**src/rtl/sync_mem_port_arb_pkg.sv**
```systemverilog
// Shared types and helpers for the memory-port round-robin arbiter.
// Perf counters are enabled by SYNC_MEM_PORT_ARB_PERF_CNT_EN.
package sync_mem_port_arb_pkg;

  localparam int PERF_CNT_WIDTH = 16;
  localparam int MAX_ID_WIDTH   = 4;

  typedef struct packed {
    logic                    valid;
    logic [MAX_ID_WIDTH-1:0] id;
  } rsp_tag_t;

  function automatic int unsigned next_ptr(
    input int unsigned idx,
    input int unsigned n
  );
    return (idx + 1 >= n) ? 0 : idx + 1;
  endfunction

endpackage

```
**src/rtl/sync_mem_port_arb_rr.sv**
```systemverilog
// Round-robin arbiter: searches from its pointer, wraps, picks first
// requester; pointer moves past the winner when advance is asserted.
module rr_arbiter #(
  parameter  int NUM_REQ = 4,
  localparam int IDX_W   = (NUM_REQ > 1) ? $clog2(NUM_REQ) : 1
) (
  input  logic               clk,
  input  logic               rst,
  input  logic [NUM_REQ-1:0] i_req,
  input  logic               i_advance,
  output logic [NUM_REQ-1:0] o_grant,
  output logic [IDX_W-1:0]   o_idx,
  output logic               o_any
);
  import sync_mem_port_arb_pkg::*;

  logic [IDX_W-1:0] r_ptr;

  always_comb begin : search
    logic [IDX_W:0] j;
    j       = '0;
    o_grant = '0;
    o_idx   = '0;
    o_any   = 1'b0;
    for (int k = 0; k < NUM_REQ; k++) begin
      j = {1'b0, r_ptr} + (IDX_W+1)'(k);
      if (j >= (IDX_W+1)'(NUM_REQ))
        j = j - (IDX_W+1)'(NUM_REQ);
      if (!o_any && i_req[j[IDX_W-1:0]]) begin
        o_any                  = 1'b1;
        o_grant[j[IDX_W-1:0]]  = 1'b1;
        o_idx                  = j[IDX_W-1:0];
      end
    end
  end

  always_ff @(posedge clk) begin
    if (rst)
      r_ptr <= '0;
    else if (i_advance && o_any)
      r_ptr <= IDX_W'(next_ptr(32'(o_idx),
                               32'(NUM_REQ)));
  end

endmodule

```
**src/rtl/sync_mem_port_arb.sv**
```systemverilog
// Shares one 1W/1R sync memory among NUM_REQ clients, reads and
// writes arbitrated independently. Option: SYNC_MEM_PORT_ARB_PERF_CNT_EN.
module sync_mem_port_arb #(
  parameter  int NUM_REQ    = 4,
  parameter  int ADDR_WIDTH = 8,
  parameter  int DATA_WIDTH = 8,
  localparam int ID_WIDTH   = $clog2(NUM_REQ)
) (
  input  logic                                clk,
  input  logic                                rst,
  input  logic [NUM_REQ-1:0]                  req_valid,
  input  logic [NUM_REQ-1:0]                  req_we,
  input  logic [NUM_REQ-1:0][ADDR_WIDTH-1:0]  req_addr,
  input  logic [NUM_REQ-1:0][DATA_WIDTH-1:0]  req_wdata,
  output logic [NUM_REQ-1:0]                  req_ready,
  output logic                                rsp_valid,
  output logic [ID_WIDTH-1:0]                 rsp_id,
  output logic [DATA_WIDTH-1:0]               rsp_data,
  output logic                                mem_wr_en,
  output logic [ADDR_WIDTH-1:0]               mem_wr_addr,
  output logic [DATA_WIDTH-1:0]               mem_wr_data,
  output logic [ADDR_WIDTH-1:0]               mem_rd_addr,
  input  logic [DATA_WIDTH-1:0]               mem_rd_data
`ifdef SYNC_MEM_PORT_ARB_PERF_CNT_EN
  ,
  output logic [NUM_REQ-1:0][15:0]            perf_grant_cnt,
  output logic [15:0]                         perf_conflict_cnt
`endif
);
  import sync_mem_port_arb_pkg::*;

  logic [NUM_REQ-1:0]  w_rd_cand;
  logic [NUM_REQ-1:0]  w_wr_cand;
  logic [NUM_REQ-1:0]  w_rd_grant;
  logic [NUM_REQ-1:0]  w_wr_grant;
  logic [ID_WIDTH-1:0] w_rd_idx;
  logic [ID_WIDTH-1:0] w_wr_idx;
  logic                w_rd_any;
  logic                w_wr_any;
  rsp_tag_t            r_rsp;
  logic                w_unused;

  // Nothing is granted while in reset.
  assign w_rd_cand = req_valid & ~req_we & {NUM_REQ{~rst}};
  assign w_wr_cand = req_valid &  req_we & {NUM_REQ{~rst}};

  rr_arbiter #(.NUM_REQ(NUM_REQ)) u_rd_arb (
    .clk       (clk),
    .rst       (rst),
    .i_req     (w_rd_cand),
    .i_advance (w_rd_any),
    .o_grant   (w_rd_grant),
    .o_idx     (w_rd_idx),
    .o_any     (w_rd_any)
  );

  rr_arbiter #(.NUM_REQ(NUM_REQ)) u_wr_arb (
    .clk       (clk),
    .rst       (rst),
    .i_req     (w_wr_cand),
    .i_advance (w_wr_any),
    .o_grant   (w_wr_grant),
    .o_idx     (w_wr_idx),
    .o_any     (w_wr_any)
  );

  assign req_ready = w_rd_grant | w_wr_grant;

  always_comb begin
    mem_wr_en   = 1'b0;
    mem_wr_addr = '0;
    mem_wr_data = '0;
    mem_rd_addr = '0;
    if (w_wr_any) begin
      mem_wr_en   = 1'b1;
      mem_wr_addr = req_addr[w_wr_idx];
      mem_wr_data = req_wdata[w_wr_idx];
    end
    if (w_rd_any)
      mem_rd_addr = req_addr[w_rd_idx];
  end

  always_ff @(posedge clk) begin
    if (rst) begin
      r_rsp <= '0;
    end else begin
      r_rsp.valid <= w_rd_any;
      r_rsp.id    <= MAX_ID_WIDTH'(w_rd_idx);
    end
  end

  // Gating with rst drops a response already in flight.
  assign rsp_valid = r_rsp.valid & ~rst;
  assign rsp_id    = rst ? '0 : r_rsp.id[ID_WIDTH-1:0];
  assign rsp_data  = mem_rd_data;
  assign w_unused  = ^r_rsp.id;

`ifdef SYNC_MEM_PORT_ARB_PERF_CNT_EN
  logic [NUM_REQ-1:0][PERF_CNT_WIDTH-1:0] r_grant_cnt;
  logic [PERF_CNT_WIDTH-1:0]              r_conflict_cnt;
  logic [NUM_REQ-1:0]                     w_rd_deny;
  logic [NUM_REQ-1:0]                     w_wr_deny;
  logic                                   w_conflict;

  assign w_rd_deny  = w_rd_cand & ~w_rd_grant;
  assign w_wr_deny  = w_wr_cand & ~w_wr_grant;
  // x & (x-1) is nonzero exactly when two or more bits are set.
  assign w_conflict = |(w_rd_deny & (w_rd_deny - 1'b1)) |
                      |(w_wr_deny & (w_wr_deny - 1'b1));

  always_ff @(posedge clk) begin
    if (rst) begin
      r_grant_cnt    <= '0;
      r_conflict_cnt <= '0;
    end else begin
      for (int i = 0; i < NUM_REQ; i++)
        if (req_ready[i] && r_grant_cnt[i] != '1)
          r_grant_cnt[i] <= r_grant_cnt[i] + 1'b1;
      if (w_conflict && r_conflict_cnt != '1)
        r_conflict_cnt <= r_conflict_cnt + 1'b1;
    end
  end

  assign perf_grant_cnt    = r_grant_cnt;
  assign perf_conflict_cnt = r_conflict_cnt;
`endif

endmodule

```
**config.mk**
```make
export PLATFORM = sky130hd
export DESIGN_NAME = sync_mem_port_arb
export DESIGN_NICKNAME = d
export VERILOG_FILES = /design/src/rtl/sync_mem_port_arb_pkg.sv /design/src/rtl/sync_mem_port_arb_rr.sv /design/src/rtl/sync_mem_port_arb.sv
export SDC_FILE = /design/constraint.sdc
export NUM_CORES = 1
export LEC_CHECK = 0
export BUFFER_PORTS_ARGS = -buffer_cell sky130_fd_sc_hd__clkbuf_2
export CORE_ASPECT_RATIO = 0.9
export CORE_MARGIN = 10
export CORE_UTILIZATION = 46
export DETAILED_ROUTE_END_ITERATION = 8
export HOLD_SLACK_MARGIN = 0.05
export PLACE_DENSITY = 0.82
export SETUP_SLACK_MARGIN = 0.5
export SLEW_MARGIN = 20
export SYNTH_ARGS = -nofsm -noshare
export SYNTH_HDL_FRONTEND = slang
export SYNTH_SLANG_ARGS = --single-unit
```
**constraint.sdc**
```tcl
create_clock -name clk -period 3.7 [get_ports clk]
set_clock_uncertainty 0.05 [all_clocks]
set_input_delay 0.37 -clock clk [delete_from_list [all_inputs] [get_ports clk]]
set_output_delay 0.37 -clock clk [all_outputs]
set_load 0.005 [all_outputs]
```
==> After elaboration in Yosys (flattened, before gate mapping) <==
Cells that the tools add are included.
{ "classes": {"n_bitwise": 14, "addsub": 16, "mux": 77, "n_reduce_logical": 20, "magnitude_cmp": 28} }
{ "op_table": {"columns": ["cell", "count"], "rows": [
  ["8-bit binary-select mux with 2-bit select", 3],
  ["8-bit 2-to-1 mux", 6],
  ["2-bit 2-to-1 mux", 19],
  ["4-bit 2-to-1 mux", 8],
  ["2-bit by 3-bit < comparator with 1-bit output, second input constant", 10],
  ["4-bit OR", 7],
  ["1-bit 2-to-1 mux", 25],
  ["3-bit >= comparator, second input constant", 8],
  ["4-bit bitwise AND", 4],
  ["1-bit binary-select mux with 2-bit select", 8],
  ["1-bit demux with 2-bit select", 8],
  ["2-bit by 1-bit >= comparator with 1-bit output, second input constant", 8],
  ["2-bit by 1-bit subtractor with 2-bit output, second input constant", 8],
  ["1-bit logical AND", 14],
  ["2-bit by 1-bit adder with 3-bit output, second input constant", 4],
  ["2-bit by 2-bit adder with 3-bit output, second input constant", 4],
  ["2-bit by 3-bit >= comparator with 1-bit output, second input constant", 2],
  ["1-bit zero test", 6],
  ["4-bit inverter", 1],
  ["1-bit bitwise AND", 1],
  ["1-bit inverter", 1]
]} }
{ "totals": {"out_inout_bits": 40, "wordCells": 159, "register_bits": 7, "in_bits": 82} }

==> Longest topological paths before layout <==
Gate-level depths: netlist of the first run.
{ "depth": {"word_depth": 18, "depth_mapped": 11, "mapped_depth_nobuf": 9} }

==> Cells and area by module <==
From an unflattened synthesis of the first run, not the netlist that was laid out.
{ "hier_totals": {"cells_unflattened": 253, "hier_area_um2": 2178.3} }
{ "by_module_without_submodules": {"columns": ["mod", "seq_area_each_um2", "n_inst", "area_per_inst_um2", "cells_each"], "rows": [
  ["sync_mem_port_arb", 60.1, 1, 1024.7, 116],
  ["rr_arbiter (u_wr_arb)", 40.0, 1, 610.6, 74],
  ["rr_arbiter (u_rd_arb)", 40.0, 1, 543.0, 63]
]} }

==> Worst setup path after synthesis of the first run <==
OpenSTA, ideal clock, no wires.
{ "synth_timing": {"path_kind": "register to output", "from": "reg u_rd_arb.r_ptr[0]", "to": "out req_ready[2]", "setup_slack_ns": 0.724, "arrival_time_ns": 2.556, "stages_incl_launch_ff": 11, "n_path_buf": 3, "t_required_ns": 3.280, "cell_sequence": "dfxtp_1 -> buf_6 -> inv_2 -> ha_1 -> clkbuf_1 -> mux4_2 -> nor2_1 -> clkbuf_1 -> o21ai_0 -> a32oi_1 -> nand3_1"} }
{ "synth_via": {"elab_chain_len": 15, "word_cells_on_any_way": 60, "cone_classes": "7 x add/sub; 12 x order compare; 27 x mux; 4 x bitwise; 10 x reduce/logical"} }
{ "synth_lines": {"columns": ["item", "line", "rtl"], "rows": [
  ["from (decl)", "sync_mem_port_arb_rr.sv:17", "logic [IDX_W-1:0] r_ptr;"],
  ["from (signal assigned)", "sync_mem_port_arb_rr.sv:41", "r_ptr <= IDX_W'(next_ptr(32'(o_idx),"],
  ["branches (longest 13 deep; another with 2-bit by 1-bit adder with 3-bit output)", null, null],
  ["4-bit 2-to-1 mux *", "sync_mem_port_arb_rr.sv:29", "if (!o_any && i_req[j[IDX_W-1:0]]) begin"],
  ["4-bit OR *", "sync_mem_port_arb.sv:67", "assign req_ready = w_rd_grant | w_wr_grant;"],
  ["to (decl)", "sync_mem_port_arb.sv:15", "output logic [NUM_REQ-1:0] req_ready,"]
]} }
Mark *: on every way between the ends. The select of a mux whose other input is x is not followed.

==> Worst setup path in the final report of the first run <==
{ "layout_timing": {"from": "reg u_wr_arb.r_ptr[0]", "to": "out mem_wr_addr[4]"} }
{ "layout_via": {"elab_chain_len": 17, "word_cells_on_any_way": 40, "cone_classes": "7 x add/sub; 4 x order compare; 23 x mux; 6 x reduce/logical"} }
{ "layout_lines": {"columns": ["item", "line", "rtl"], "rows": [
  ["from (decl)", "sync_mem_port_arb_rr.sv:17", null],
  ["from (signal assigned)", "sync_mem_port_arb_rr.sv:41", null],
  ["branches (longest 16 deep; another with 2-bit by 1-bit adder with 3-bit output)", null, null],
  ["8-bit 2-to-1 mux *", "sync_mem_port_arb.sv:74", "if (w_wr_any) begin"],
  ["to (decl)", "sync_mem_port_arb.sv:20", "output logic [ADDR_WIDTH-1:0] mem_wr_addr,"]
]} }
Marks and branches as above.

==> results of run 1 <==
-- placed cells by master, fill, tap and decap left out, drive strengths merged --
| master | count |
|---|---|
| nor2 | 10 |
| a211oi | 41 |
| and2 | 6 |
| nand3 | 24 |
| mux2i | 30 |
| nor3 | 7 |
| or4b | 1 |
| a222oi | 4 |
| a2111oi | 1 |
| o21ai | 7 |
| xnor2 | 1 |
| o32a | 1 |
| o311a | 1 |
| a22oi | 4 |
| or3 | 1 |
| xor2 | 1 |
| mux4 | 3 |
| inv | 8 |
| mux2 | 1 |
| o31ai | 4 |
| o22ai | 1 |
| o22a | 1 |
| nand2b | 5 |
| a31oi | 2 |
| a221oi | 1 |
| a32oi | 4 |
| buf | 15 |
| a22o | 1 |
| a21oi | 13 |
| clkbuf | 110 |
| a41o | 1 |
| and3 | 10 |
| ha | 16 |
| nor2b | 24 |
| o221ai | 4 |
| nand2 | 22 |
| dfxtp | 7 |
-- power groups by stage --
| stage | registers, uW | clock network, uW | logic, uW |
|---|---|---|---|
| 2_1_floorplan | 108 | 0 | 494 |
| 3_3_place_gp | 103 | 0 | 691 |
| 3_5_place_dp | 105 | 0 | 706 |
| 4_1_cts | 104 | 112 | 737 |
| 5_1_grt | 107 | 117 | 904 |
| 6_report | 106 | 108 | 833 |
-- path summary, 6_finish.rpt --
check / from / endpoint / slack, ns / cells past startpoint
max: u_wr_arb.r_ptr[0]$_SDFFE_PP0P_ / mem_wr_addr[4] / 0.60 / 9
min: rst / u_rd_arb.r_ptr[1]$_SDFFE_PP0P_ / 0.57 / 3
max reg2reg: u_wr_arb.r_ptr[0]$_SDFFE_PP0P_ / u_wr_arb.r_ptr[1]$_SDFFE_PP0P_ / 1.31 / 8
min reg2reg: u_rd_arb.r_ptr[1]$_SDFFE_PP0P_ / u_rd_arb.r_ptr[1]$_SDFFE_PP0P_ / 0.61 / 3
-- metal layers --
| layer | vias to the layer above | wire length, um | global-route usage |
|---|---|---|---|
| met4 | 0 | 335 | 0.0756 |
| met3 | 40 | 470 | 0.0279 |
| met5 | - | 0 | 0 |
| met2 | 129 | 4530 | 0.335 |
| li1 | 1323 | - | - |
| met1 | 1346 | 3310 | 0.213 |
-- sequential cells by signal (all words and copies together) (netlist names) --
register	flops
u_rd_arb.r_ptr	2
r_rsp	3
u_wr_arb.r_ptr	2
-- metrics by stage --
step | hold slack [ns] | std cells | worst slack [ns] | total power [uW] | area (um^2)
3_5_place_dp | 0.579 | 442 | 0.394 | 810 | 2750
4_1_cts | 0.557 | 448 | 0.477 | 953 | 2860
3_3_place_gp | 0.557 | 442 | 0.450 | 794 | 2750
2_1_floorplan | 0.481 | 294 | 0.724 | 602 | 2230
6_report | 0.574 | 455 | 0.595 | 1050 | 3000
5_1_grt | 0.592 | 455 | 0.466 | 1130 | 3000
-- worst max-delay path, delay by kind of cell, from the launching register on --
kind	cells	cell delay [ns]
AO/OA/AOI/OAI	6	1.59
flip-flops	1	0.39
AND/OR/NAND/NOR	1	0.11
buffers and inverters	2	0.36
-- what timing repair did --
| action | CTS | global route |
|---|---|---|
| pin swaps | 2 | 8 |
| hold buffers | 0 | 0 |
| setup endpoints to repair | 28 | 28 |
| buffers inserted | 0 | 6 |
| gates cloned | 2 | 1 |
| resized for setup | 8 | 14 |
-- cell type report --
cell class	count	area (um^2)
Clock buffer	4	45.0
Multi-Input combinational cell	253	2000
Tap cell	62	77.6
Fill cell	389	1570
Timing Repair Buffer	121	704
Inverter	8	30.0
Sequential cell	7	144
-- cells by family (layout without fill, tap and decap cells) --
logic type | Yosys count | after routing
AO/OA/AOI/OAI | 89 | 91
XOR/XNOR | 2 | 2
adder cells (fa/ha/maj) | 16 | 16
buffers and inverters | 36 | 133
flip-flops | 7 | 7
multiplexers | 34 | 34
AND/OR/NAND/NOR | 110 | 110
==> run_results.csv, run 1 <==
group,metric,value,unit
status,outcome,"finished clean",
synthesis,synth_top_cells_by_area,"a211oi_1 13%, mux2i_1 13%, ha_1 9.0%, nor2b_1 6.7%, dfxtp_1 6.3%",
detailed_routing,drc_errors,0,
synthesis,synth_commonest_cells,"40 x a211oi_1, 30 x mux2i_1, 24 x nand3_1, 24 x nor2b_1, 22 x nand2_1",
worst_hold_path,min_path_type,"primary input to flip-flop",
sta,drv_slew,0,
final_layout,utilization,0.656,
die,start_util,0.488,
clock_network,cts_tree,"built",
sta,relSlewSlack,0.481,
synthesis,synthCells,294,
pwr,power.switching,506,uW
detailed_routing,viasPerCell,6.24,
synthesis,yosysWarningCount,0,
die,die_y,86.1,um
critical_path,arrival,2.68,ns
critical_path,crit_path_end_kind,"output pin",
synthesis,mappedNetlistNets,392,
critical_path,cp_common_cell,"a211oi_1",
sta,rsz0062_at_grt,"no",
synthesis,ys_ff_latch,7,
pwr,clkPwrFrac,0.103,
final_layout,layout-drive-gt1-share,0.399,
sta,max_freq,0.322,GHz
clock_network,cts_buffer_depth,2,
pwr,vdd.ir_drop.worst,295,uV
synthesis,synth_cell_types,44,
synthesis,ys_seq_area_frac,0.0627,
flow_run,maxCapViolCount,0,
critical_path,crit_type,"flip-flop to output pin",
detailed_routing,drtAntennaViolNets,0,
critical_path,crit_path_max_incr_delay,0.75,ns
synthesis,ys.flop_type,"dfxtp_1",
global_routing,grt_overflow_total,0,
critical_path,required,3.28,ns
sta,fin_crit,3.10,ns
die,core_area,0.00458,mm^2
global_routing,antenna_found_initial,0,
pwr,power_density,348,mW/mm^2
clock_network,clock_sinks,7,
place,port_buffers,105,
sta,tightest_slew,0.777,ns
final_layout,nets,492,
synthesis,synth_edf_count,0,
sta,report.final.setup_viol,0,
detailed_routing,dr.pass1.iters,5,
global_routing,grt_pass1_wl,12900,um
sta,hold_viol_final,0,
critical_path,worstSetupStartpointType,"flip-flop",
synthesis,postSynthAreaPerCell,7.60,um^2
synthesis,synth_top_area_share,0.134,
final_layout,syn2layout_area_growth,34.4,%
sta,period_share,0.839,
clock_network,cts_buffers,3,
die,dieArea,0.00805,mm^2
clock_network,insertion_delay,0.23,ns
place,gp_congestion,0.914,
global_routing,grt.total_usage,0.186,
detailed_routing,wl_per_cell,19.0,um
synthesis,synth_area_leader_cell,"a211oi_1",
synthesis,synth.most_common_cell,"a211oi_1",
clock_network,cts_max_level,1,
detailed_routing,first_iter_violations,243,
die,dieWidth,93.5,um
clock_network,clkSlewWorstSetupHoldPaths,0.04,ns
die,io_pins,122,
synthesis,synthSimpleGateAreaFrac,0.265,
synthesis,synth_top_family_by_area,"compound AO/OA/AOI/OAI gates",
pwr,pwr-share-seq,0.101,
synthesis,synth-adder-area-share,0.0896,
detailed_routing,routed_wirelength,8640,um
place,hpwl,6270,um
critical_path,path_cells,"nand3_1 -> o21ai_0 -> a2111oi_2 -> a21oi_2 -> a21oi_4 -> buf_12 -> a211oi_1 -> a211oi_1 -> clkbuf_2",
critical_path,path_max_fanout,17,
clock_network,cts-root-buf,"clkbuf_8",
synthesis,async_flop_share,0,
global_routing,grt_pass1_vias,2714,
global_routing,grt_max_degree,50,
final_layout,diodes,0,
pwr,p_sw_frac,0.484,
synthesis,synth.cell_area,0.00223,mm^2
synthesis,synth_xor_area_frac,0.00784,
die,rows,23,
critical_path,slowest_stage,"a2111oi_2",
detailed_routing,num_vias,2838,
synthesis,synth_mux_area_frac,0.170,
pwr,pwr-share-comb,0.796,
synthesis,synth-compound-area-share,0.312,
sta,finalSetupTns,0,ns
pwr,p_leak,0.00133,uW
pwr,p_int,540,uW
(Power assumes the default switching activity.)
==> inputs of run 2 (changes only) <==
--- a/config.mk
+++ b/config.mk
@@ -5,10 +5,11 @@
 export SDC_FILE = /design/constraint.sdc
 export NUM_CORES = 1
 export LEC_CHECK = 0
+export ABC_AREA = 1
 export BUFFER_PORTS_ARGS = -buffer_cell sky130_fd_sc_hd__clkbuf_2
 export CORE_ASPECT_RATIO = 0.9
 export CORE_MARGIN = 10
-export CORE_UTILIZATION = 46
+export CORE_UTILIZATION = 48
 export DETAILED_ROUTE_END_ITERATION = 8
 export HOLD_SLACK_MARGIN = 0.05
 export PLACE_DENSITY = 0.82
==> constraint.sdc (replaced) <==
create_clock -name clk -period 3.1 [get_ports clk]
set_clock_uncertainty 0.05 [all_clocks]
set_input_delay 0.31 -clock clk [delete_from_list [all_inputs] [get_ports clk]]
set_output_delay 0.31 -clock clk [all_outputs]
set_load 0.005 [all_outputs]
==> run 2 against run 1 <==
Net effect:
- sequential power is 84% higher
- worst hold slack worse by 0.23 ns
- clock power is 24% higher
- critical path type unchanged
- critical endpoint is now mem_wr_data[5]
==> run_results.csv, run 2 <==
group,metric,value,unit
global_routing,grt_busiest_layer,"met2",
critical_path,cp_top_family,"simple AND/OR/NAND/NOR gates",
clock_network,cts_hold_buf,0,
sta,max_freq,0.389,GHz
synthesis,synth_cell_types,31,
critical_path,worstSetupStartpointType,"flip-flop",
die,dieWidth,97.1,um
global_routing,met3_usage,0.0363,
die,io_pins,122,
synthesis,synthCells,462,
place,hpwl,6800,um
global_routing,grt_pass1_vias,3181,
pwr,total_power,5800,uW
sta,drv_slew,0,
place,gp_congestion,0.918,
final_layout,layout-drive-gt1-share,0.404,
global_routing,grt_overflow_total,0,
die,core_area,0.00522,mm^2
critical_path,arrival,2.21,ns
clock_network,cts-root-buf,"clkbuf_8",
synthesis,synth_edf_count,0,
global_routing,antenna_found_initial,0,
synthesis,synth_top_cells_by_area,"nand2_1 19%, nand3_1 13%, inv_1 10%, ha_1 7.8%, dfxtp_1 5.5%",
global_routing,grt.total_usage,0.182,
sta,tightest_slew,0.219,ns
final_layout,diodes,0,
global_routing,grt_max_degree,39,
global_routing,grt_pass1_wl,13900,um
detailed_routing,first_iter_violations,263,
critical_path,crit_cells,12,
detailed_routing,drtAntennaViolNets,0,
sta,relSlewSlack,0.853,
worst_hold_path,whs_path_depth,2,
synthesis,synth_commonest_cells,"129 x nand2_1, 71 x inv_1, 67 x nand3_1",
final_layout,regMostFlops,"r_rsp",
die,dieArea,0.00868,mm^2
final_layout,nets,681,
clock_network,cts_buffer_depth,2,
clock_network,insertion_delay,0.23,ns
sta,rsz0062_at_grt,"yes",
pwr,p_leak,0.00211,uW
synthesis,synth.cell_area,0.00257,mm^2
sta,report.final.setup_viol,0,
final_layout,largest_register_ff_count,3,
pwr,vdd.ir_drop.worst,819,uV
sta,period_share,0.828,
flow_run,maxCapViolCount,0,
critical_path,crit_path_max_incr_delay,0.36,ns
clock_network,cts_max_level,1,
status,outcome,"finished clean",
critical_path,crit_path_end_kind,"output pin",
critical_path,crit_type,"flip-flop to output pin",
final_layout,utilization,0.698,
detailed_routing,dr.pass1.iters,5,
clock_network,cts_tree,"built",
clock_network,clkSlewWorstSetupHoldPaths,0.04,ns
synthesis,ys_seq_area_frac,0.0546,
sta,finalSetupTns,0,ns
place,port_buffers,105,
synthesis,synth_top_area_share,0.189,
detailed_routing,wl_per_cell,14.7,um
detailed_routing,routed_wirelength,9560,um
sta,fin_crit,2.57,ns
final_layout,layout_common_cells,"118 x nand2_1, 103 x clkbuf_2, 65 x inv_1, 60 x nand3_1, 24 x buf_4",
synthesis,synth.most_common_cell,"nand2_1",
synthesis,mappedNetlistNets,560,
critical_path,slowest_stage,"dfxtp_4",
synthesis,yosysWarningCount,0,
die,die_y,89.4,um
final_layout,syn2layout_area_growth,42.1,%
clock_network,cts_buffers,3,
global_routing,grt_use_met1,0.221,
global_routing,use_met2,0.311,
die,start_util,0.491,
synthesis,postSynthAreaPerCell,5.56,um^2
final_layout,reg_top3,"r_rsp (3), u_rd_arb.r_ptr (2), u_wr_arb.r_ptr (2)",
clock_network,clock_sinks,7,
synthesis,synth_area_leader_cell,"nand2_1",
sta,hold_viol_final,0,
detailed_routing,viasPerCell,5.44,
detailed_routing,num_vias,3528,
worst_hold_path,min_path_type,"primary input to flip-flop",
detailed_routing,drc_errors,0,
final_layout,final_common_cell,"nand2_1",
synthesis,async_flop_share,0,
synthesis,ys_ff_latch,7,
critical_path,required,2.74,ns
critical_path,reg2reg_depth,13,
pwr,power_density,1590,mW/mm^2
critical_path,path_buf_inv,3,
die,rows,25,
critical_path,path_cells,"clkinv_4 -> ha_4 -> nand3_2 -> o21ai_2 -> nand4_4 -> nand2_4 -> nand2_4 -> clkbuf_16 -> nand2_2 -> nand3_2 -> a21oi_2 -> buf_2",
synthesis,ys.flop_type,"dfxtp_1",
critical_path,path_max_fanout,9,
==> run 2: cell types whose count changed after synthesis, moves of 9 or more <==
| cell | previous run | this run |
|---|---|---|
| a211oi_1 | 40 | 3 |
| nor2_1 | 10 | 26 |
| and3_1 | 10 | 0 |
| nor2b_1 | 24 | 0 |
| nand2_1 | 22 | 129 |
| inv_1 | 5 | 71 |
| nand3_2 | 0 | 14 |
| mux2i_1 | 30 | 0 |
| nand4_1 | 0 | 9 |
| nand3_1 | 24 | 67 |
| nand2_2 | 0 | 13 |
| nand3b_1 | 0 | 16 |
| o21ai_1 | 0 | 10 |
==> run 2: cell families after synthesis <==
logic type,synth area share
AOI/OAI and AO/OA,0.106
adders and majority gates,0.0780
buffers and inverters,0.199
DFF,0.0546
and+or+nand+nor,0.563
==> run 2: worst register-to-register path, stage by stage (launching register included) <==
cell and delay (ns):
dfxtp_4 0.36, clkinv_4 0.08, ha_4 0.31, nand3_2 0.08, o21ai_2 0.10, nand4_4 0.19
nand2_4 0.15, nand2_4 0.09, buf_6 0.15, buf_4 0.14, nand3_1 0.07, nand3_1 0.08
nand2_1 0.06, inv_1 0.03
==> run 2: power by group <==
group	internal (uW)	leakage [uW]	switching [uW]	total, uW
combinational	2260	0.00202	3200	5470
sequential	150	0.0000608	45.1	195
clock	89.4	0.0000228	44.4	134
total	2500	0.00211	3290	5800
==> run 2: path summary, 6_finish.rpt <==
path | from | endpoint | slack, ns
worst max-delay path | u_wr_arb.r_ptr[0]$_SDFFE_PP0P_ | mem_wr_data[5] | 0.53
worst min-delay path | rst | u_wr_arb.r_ptr[0]$_SDFFE_PP0P_ | 0.34
worst min register to register | u_rd_arb.r_ptr[0]$_SDFFE_PP0P_ | u_rd_arb.r_ptr[0]$_SDFFE_PP0P_ | 0.52
worst max register to register | u_wr_arb.r_ptr[0]$_SDFFE_PP0P_ | u_wr_arb.r_ptr[1]$_SDFFE_PP0P_ | 1.05
==> run 2: layout make-up <==
cell class	count	area (um^2)
timing repair inverter	1	6.26
inverter	80	338
timing repair buffer	141	880
sequential	7	155
fill	440	1580
clock buffer	4	45.0
tap	67	83.8
multi-input combinational	349	2140
==> run 2: what timing repair did <==
action | CTS | global route
setup buffers | 3 | 20
endpoints found under the setup margin | 25 | 24
gates cloned | 0 | 4
pin swaps | 2 | 19
gates resized for setup | 27 | 72
==> run 2: layer usage <==
layer | share of wire | up-vias | wire length [um]
li1 | - | 1716 | -
met1 | 0.40 | 1595 | 3800
met2 | 0.49 | 181 | 4690
met3 | 0.077 | 36 | 737
met4 | 0.035 | 0 | 331
met5 | 0 | - | 0
==> run 2: metrics by stage <==
step	hold slack [ns]	std cells	worst slack [ns]	instance area, um^2
5_1_grt	0.329	649	0.397	3650
3_3_place_gp	0.532	618	0.333	3050
3_5_place_dp	0.542	618	0.227	3050
2_1_floorplan	0.338	462	0.639	2570
4_1_cts	0.374	625	0.488	3210
6_report	0.340	649	0.532	3650
